--- src/rtl/s32x_sdr_arbiter.sv ---
`default_nettype none
// +----------------------------------------------------------------------------+
// | s32x_sdr_arbiter: round-robin N-master arbiter with timeout for 32X SDRAM  |
// | Rev 1.0                                                                    |
// +----------------------------------------------------------------------------+
module s32x_sdr_arbiter #(
  parameter int NUM_M   = 2,
  parameter int AW      = 17,
  parameter int DW      = 16,
  parameter int TIMEOUT = 0
) (
  input  logic                     CLK,
  input  logic                     RST,
  input  logic [NUM_M-1:0]         M_REQ,
  input  logic [NUM_M-1:0]         M_WR,
  input  logic [NUM_M*DW/8-1:0]    M_BE,
  input  logic [NUM_M*AW-1:0]      M_A,
  input  logic [NUM_M*DW-1:0]      M_WDATA,
  output logic [NUM_M-1:0]         M_ACK,
  output logic [NUM_M-1:0]         M_WAIT,
  output logic [DW-1:0]            M_RDATA,
  output logic                     SDR_REQ,
  output logic                     SDR_WR,
  output logic [DW/8-1:0]          SDR_BE,
  output logic [AW-1:0]            SDR_A,
  output logic [DW-1:0]            SDR_WDATA,
  input  logic                     SDR_ACK,
  input  logic [DW-1:0]            SDR_RDATA,
  output logic                     ERR,
  output logic [$clog2(NUM_M)-1:0] GNT_ID
);

  localparam int BW = DW / 8;
  localparam int GW = $clog2(NUM_M);

  typedef enum logic [1:0] {
    S_IDLE = 2'd0,
    S_BUSY = 2'd1,
    S_DONE = 2'd2
  } state_t;

  state_t          r_state;
  state_t          w_state_nxt;
  logic [GW-1:0]   r_ptr;
  logic [GW-1:0]   r_gnt;
  logic [NUM_M-1:0] r_ack;
  logic [DW-1:0]   r_rdata;
  logic            r_err;
  logic            r_sdr_req;
  logic            r_sdr_wr;
  logic [BW-1:0]   r_sdr_be;
  logic [AW-1:0]   r_sdr_a;
  logic [DW-1:0]   r_sdr_wdata;

  logic [GW:0]     w_sum;
  logic [GW-1:0]   w_pick;
  logic            w_found;
  logic            w_sel_wr;
  logic [BW-1:0]   w_sel_be;
  logic [AW-1:0]   w_sel_a;
  logic [DW-1:0]   w_sel_wd;
  logic            w_expire;
  logic            w_fin;

  // Scan offsets from highest to lowest so the requester closest to r_ptr wins.
  always_comb begin
    w_found = 1'b0;
    w_pick  = '0;
    w_sum   = '0;
    for (int k = NUM_M - 1; k >= 0; k--) begin
      w_sum = {1'b0, r_ptr} + (GW+1)'(k);
      if (w_sum >= (GW+1)'(NUM_M)) begin
        w_sum = w_sum - (GW+1)'(NUM_M);
      end
      if (M_REQ[w_sum[GW-1:0]]) begin
        w_found = 1'b1;
        w_pick  = w_sum[GW-1:0];
      end
    end
  end

  always_comb begin
    w_sel_wr = 1'b0;
    w_sel_be = '0;
    w_sel_a  = '0;
    w_sel_wd = '0;
    for (int i = 0; i < NUM_M; i++) begin
      if (w_pick == GW'(i)) begin
        w_sel_wr = M_WR[i];
        w_sel_be = M_BE[i*BW +: BW];
        w_sel_a  = M_A[i*AW +: AW];
        w_sel_wd = M_WDATA[i*DW +: DW];
      end
    end
  end

  generate
    if (TIMEOUT > 0) begin : g_timeout
      localparam int CW = $clog2(TIMEOUT + 1);
      logic [CW-1:0] r_tcnt;
      always_ff @(posedge CLK or posedge RST) begin
        if (RST) begin
          r_tcnt <= '0;
        end else if (r_state == S_IDLE) begin
          r_tcnt <= '0;
        end else if ((r_state == S_BUSY) && (r_tcnt != CW'(TIMEOUT))) begin
          r_tcnt <= r_tcnt + CW'(1);
        end
      end
      assign w_expire = (r_state == S_BUSY) && (r_tcnt == CW'(TIMEOUT));
    end else begin : g_no_timeout
      assign w_expire = 1'b0;
    end
  endgenerate

  assign w_fin = (r_state == S_BUSY) && (SDR_ACK || w_expire);

  always_ff @(posedge CLK or posedge RST) begin
    if (RST) begin
      r_state <= S_IDLE;
    end else begin
      r_state <= w_state_nxt;
    end
  end

  always_comb begin
    w_state_nxt = r_state;
    case (r_state)
      S_IDLE:  if (w_found) w_state_nxt = S_BUSY;
      S_BUSY:  if (w_fin)   w_state_nxt = S_DONE;
      S_DONE:  w_state_nxt = S_IDLE;
      default: w_state_nxt = S_IDLE;
    endcase
  end

  always_ff @(posedge CLK or posedge RST) begin
    if (RST) begin
      r_ptr       <= '0;
      r_gnt       <= '0;
      r_ack       <= '0;
      r_rdata     <= '0;
      r_err       <= 1'b0;
      r_sdr_req   <= 1'b0;
      r_sdr_wr    <= 1'b0;
      r_sdr_be    <= '0;
      r_sdr_a     <= '0;
      r_sdr_wdata <= '0;
    end else begin
      r_ack <= '0;
      if ((r_state == S_IDLE) && w_found) begin
        r_gnt       <= w_pick;
        r_sdr_req   <= 1'b1;
        r_sdr_wr    <= w_sel_wr;
        r_sdr_be    <= w_sel_be;
        r_sdr_a     <= w_sel_a;
        r_sdr_wdata <= w_sel_wd;
      end
      if (w_fin) begin
        r_sdr_req <= 1'b0;
        r_ack     <= NUM_M'(1) << r_gnt;
        r_ptr     <= (r_gnt == GW'(NUM_M - 1)) ? '0 : r_gnt + GW'(1);
        // A real ack takes priority over a timeout expiring in the same cycle.
        if (SDR_ACK) begin
          if (!r_sdr_wr) begin
            r_rdata <= SDR_RDATA;
          end
        end else begin
          r_rdata <= '1;
          r_err   <= 1'b1;
        end
      end
    end
  end

  assign M_ACK     = r_ack;
  assign M_WAIT    = M_REQ & ~r_ack;
  assign M_RDATA   = r_rdata;
  assign SDR_REQ   = r_sdr_req;
  assign SDR_WR    = r_sdr_wr;
  assign SDR_BE    = r_sdr_be;
  assign SDR_A     = r_sdr_a;
  assign SDR_WDATA = r_sdr_wdata;
  assign ERR       = r_err;
  assign GNT_ID    = r_gnt;

endmodule
`default_nettype wire

--- config.mk ---
export PLATFORM = sky130hd
export DESIGN_NAME = s32x_sdr_arbiter
export DESIGN_NICKNAME = d
export VERILOG_FILES = /design/src/rtl/s32x_sdr_arbiter.sv
export SDC_FILE = /design/constraint.sdc
export NUM_CORES = 1
export LEC_CHECK = 0
export CORE_MARGIN = 1.5
export CORE_UTILIZATION = 39
export CTS_CLUSTER_DIAMETER = 150
export DETAILED_ROUTE_END_ITERATION = 6
export PLACE_DENSITY = 0.81
export SKIP_LAST_GASP = 1
export SYNTH_ARGS = -nofsm -noshare
export SYNTH_HDL_FRONTEND = slang
export SYNTH_SLANG_ARGS = --single-unit
--- constraint.sdc ---
create_clock -name CLK -period 2.5 [get_ports CLK]
set_clock_uncertainty 0.15 [all_clocks]
set_input_delay 0.625 -clock CLK [delete_from_list [all_inputs] [get_ports CLK]]
set_output_delay 0.625 -clock CLK [all_outputs]
set_load 0.01 [all_outputs]
==> metrics <==
final hold slack 235.5 ps; EDFF count, synth 0; DP HPWL 5.830 mm; status finished, final reports clean; CP startpoint kind input pin; largest net degree at the start of global routing 40; first-pass GRT wire length 13.48 mm; WP data arrival 1600 ps; Final Cycle Share 95.05%; starting density of the core 40.58%; GRT Resource Usage Total 22.74%; fin. max-slew vios 0; syn_area_per_cell 10.32 µm²; Final Setup Violations 0; Max clock buf depth 2; ys flop type dfrtp_1; Final min period 2376 ps; worst slew pin tran 471.1 ps; vias in the first global route 2820; H-tree levels 3; initial antenna violation count 0; max cap viols 0; diodes inserted 0; Overflow after GRT 0; commonest non-fill, non-tap cell in the layout clkdlybuf4s50_1; total power 5.013 mW; # IOs 152; Critical Path Source M_REQ[1]; peak supply drop 489.3 µV; Mapped Area 0.002788 mm²; flip-flop and latch area 0.001501 mm²; total number of vias 2746; Core Area 0.006869 mm²; final worst slack 123.8 ps; met1 wire length 3.318 mm; CP Capture Type output pin; asr flop ratio synth 100.0%; Antenna Nets Post-Route 0; metal2 WL 4.412 mm; number of core rows 30; Detailed Route WL 8.422 mm; layout cells sized above 1 13.81%; area taken by multi-input logic gates 0.001132 mm²; commonest non-fill, non-tap cells in the layout clkdlybuf4s50_1, dfrtp_1, nand3_1; CTS tree yes; CTS Sinks 60; library cells used by synthesis 23; cts bufs inserted 9; Synth Instances 270; CP max FO 2; DIE WIDTH 87.55 µm; Area Growth Syn to Fin 64.63%; DR iter-0 viols 148; port buffer count 151; clk slew on worst S/H paths 70 ps; hold wc startpoint ERR; Worst EP required 1730 ps; WL/cell 16.32 µm; Vias/cell 5.322; RSZ-0062 raised after global routing no; Non-Filler Instances 516; root buf cell clkbuf_8; Max-Slew Margin vs Limit 68.60%; Setup CP Type input pin to output pin; Power Dens Cells 1092 mW/mm²; GP Congestion 0.7453; Leak Pwr 1.798 nW; post_cts resized 2; Highest Signal Layer met4; Max Fclk 420.8 MHz; total placed cells including tap cells 500; hold-fix buffers at CTS 0; FF+latch count, synth 60; setup_tns 0 ps; HP Class register to register; DR WL met3 603 µm; worst reg2reg path startpoint r_state[1]; Pre-antenna DRT Iters 4; sequential cell area fraction in the yosys report 53.86%; fillcell total 576; number of hold-slack violations in the final timing report 0; clock latency on the worst-skew pair 320 ps; die height 87.55 µm; Synth Warn # 0; Setup WS pre-CTS -148.5 ps; Synth Net Count 363; Die ar. 0.007664 mm²; DRC 0; post-CTS setup buffers 0; Nets 508
==> layout make-up <==
class / instances / area share, %
well taps: 96 / 2.617
clock inverters: 5 / 1.145
multi-input cells: 177 / 24.67
flip-flops and latches: 60 / 32.72
clock buffers: 11 / 2.863
inverters: 4 / 0.3272
repair buffers: 163 / 35.66
==> report_power, final <==
group | internal, mW | total, mW | leakage [nW] | switching, mW
clock | 0.456 | 0.824 | 0.0931 | 0.368
combinational | 1.37 | 2.47 | 1.01 | 1.11
sequential | 1.45 | 1.71 | 0.693 | 0.269
==> layer usage <==
| metal | up-vias | GRT usage [%] |
|---|---|---|
| li1 | 1283 | - |
| met1 | 1338 | 27.59 |
| met2 | 118 | 39.72 |
| met3 | 7 | 4.430 |
| met4 | 0 | 9.235 |
| met5 | - | 0 |
==> per-stage QoR <==
| step | instance area (µm²) | util, % |
|---|---|---|
| after detailed placement | 4408 | 64.17 |
| after CTS | 4589 | 66.81 |
| after floorplan | 2788 | - |
| after global placement | 4408 | 64.17 |
| final | 4589 | 66.81 |
| after global routing | 4589 | 66.81 |
==> critical path, cell delays in order <==
cell             delay [ps]
clkdlybuf4s50_1         490
inv_1                    60
nor2_1                  140
dlygate4sd2_1           280
==> cell usage after synthesis (all sizes together), types with 2 or more instances <==
| master | instances | area, µm² |
|---|---|---|
| or2 | 2 | 12.51 |
| nand3 | 37 | 185.2 |
| nor2b | 2 | 12.51 |
| dfrtp | 60 | 1501 |
| mux2 | 16 | 180.2 |
| buf | 12 | 85.08 |
| a31oi | 36 | 287.8 |
| o21ai | 37 | 185.2 |
| inv | 4 | 15.01 |
| nor2 | 5 | 21.27 |
| a21o | 2 | 15.01 |
| a21oi | 36 | 180.2 |
| clkbuf | 17 | 63.81 |
==> kinds of logic after synthesis <==
group                  synth area share [%]
AND/OR/NAND/NOR                       9.830
multiplexers                          6.463
flip-flops                            53.86
AO/OA/AOI/OAI                         23.97
buffers and inverters                 5.879
==> flip-flops by register name (all words and copies together) (netlist names) <==
| signal | flops |
|---|---|
| ERR | 1 |
| GNT_ID | 1 |
| M_ACK | 2 |
| M_RDATA | 16 |
| SDR_A | 17 |
| SDR_BE | 2 |
| SDR_REQ | 1 |
| SDR_WDATA | 16 |
| SDR_WR | 1 |
| r_ptr | 1 |
| r_state | 2 |
==> worst paths after layout <==
kind,to,slack [ps],cells past startpoint
min reg2reg,ERR,240,0
min in group asynchronous,M_RDATA[4],460,2
min,ERR,240,0
max,M_WAIT[1],120,4
max in group asynchronous,SDR_WDATA[7],1200,3
max reg2reg,M_RDATA[4],940,4
No activity file was read; power rests on OpenSTA's default activity.
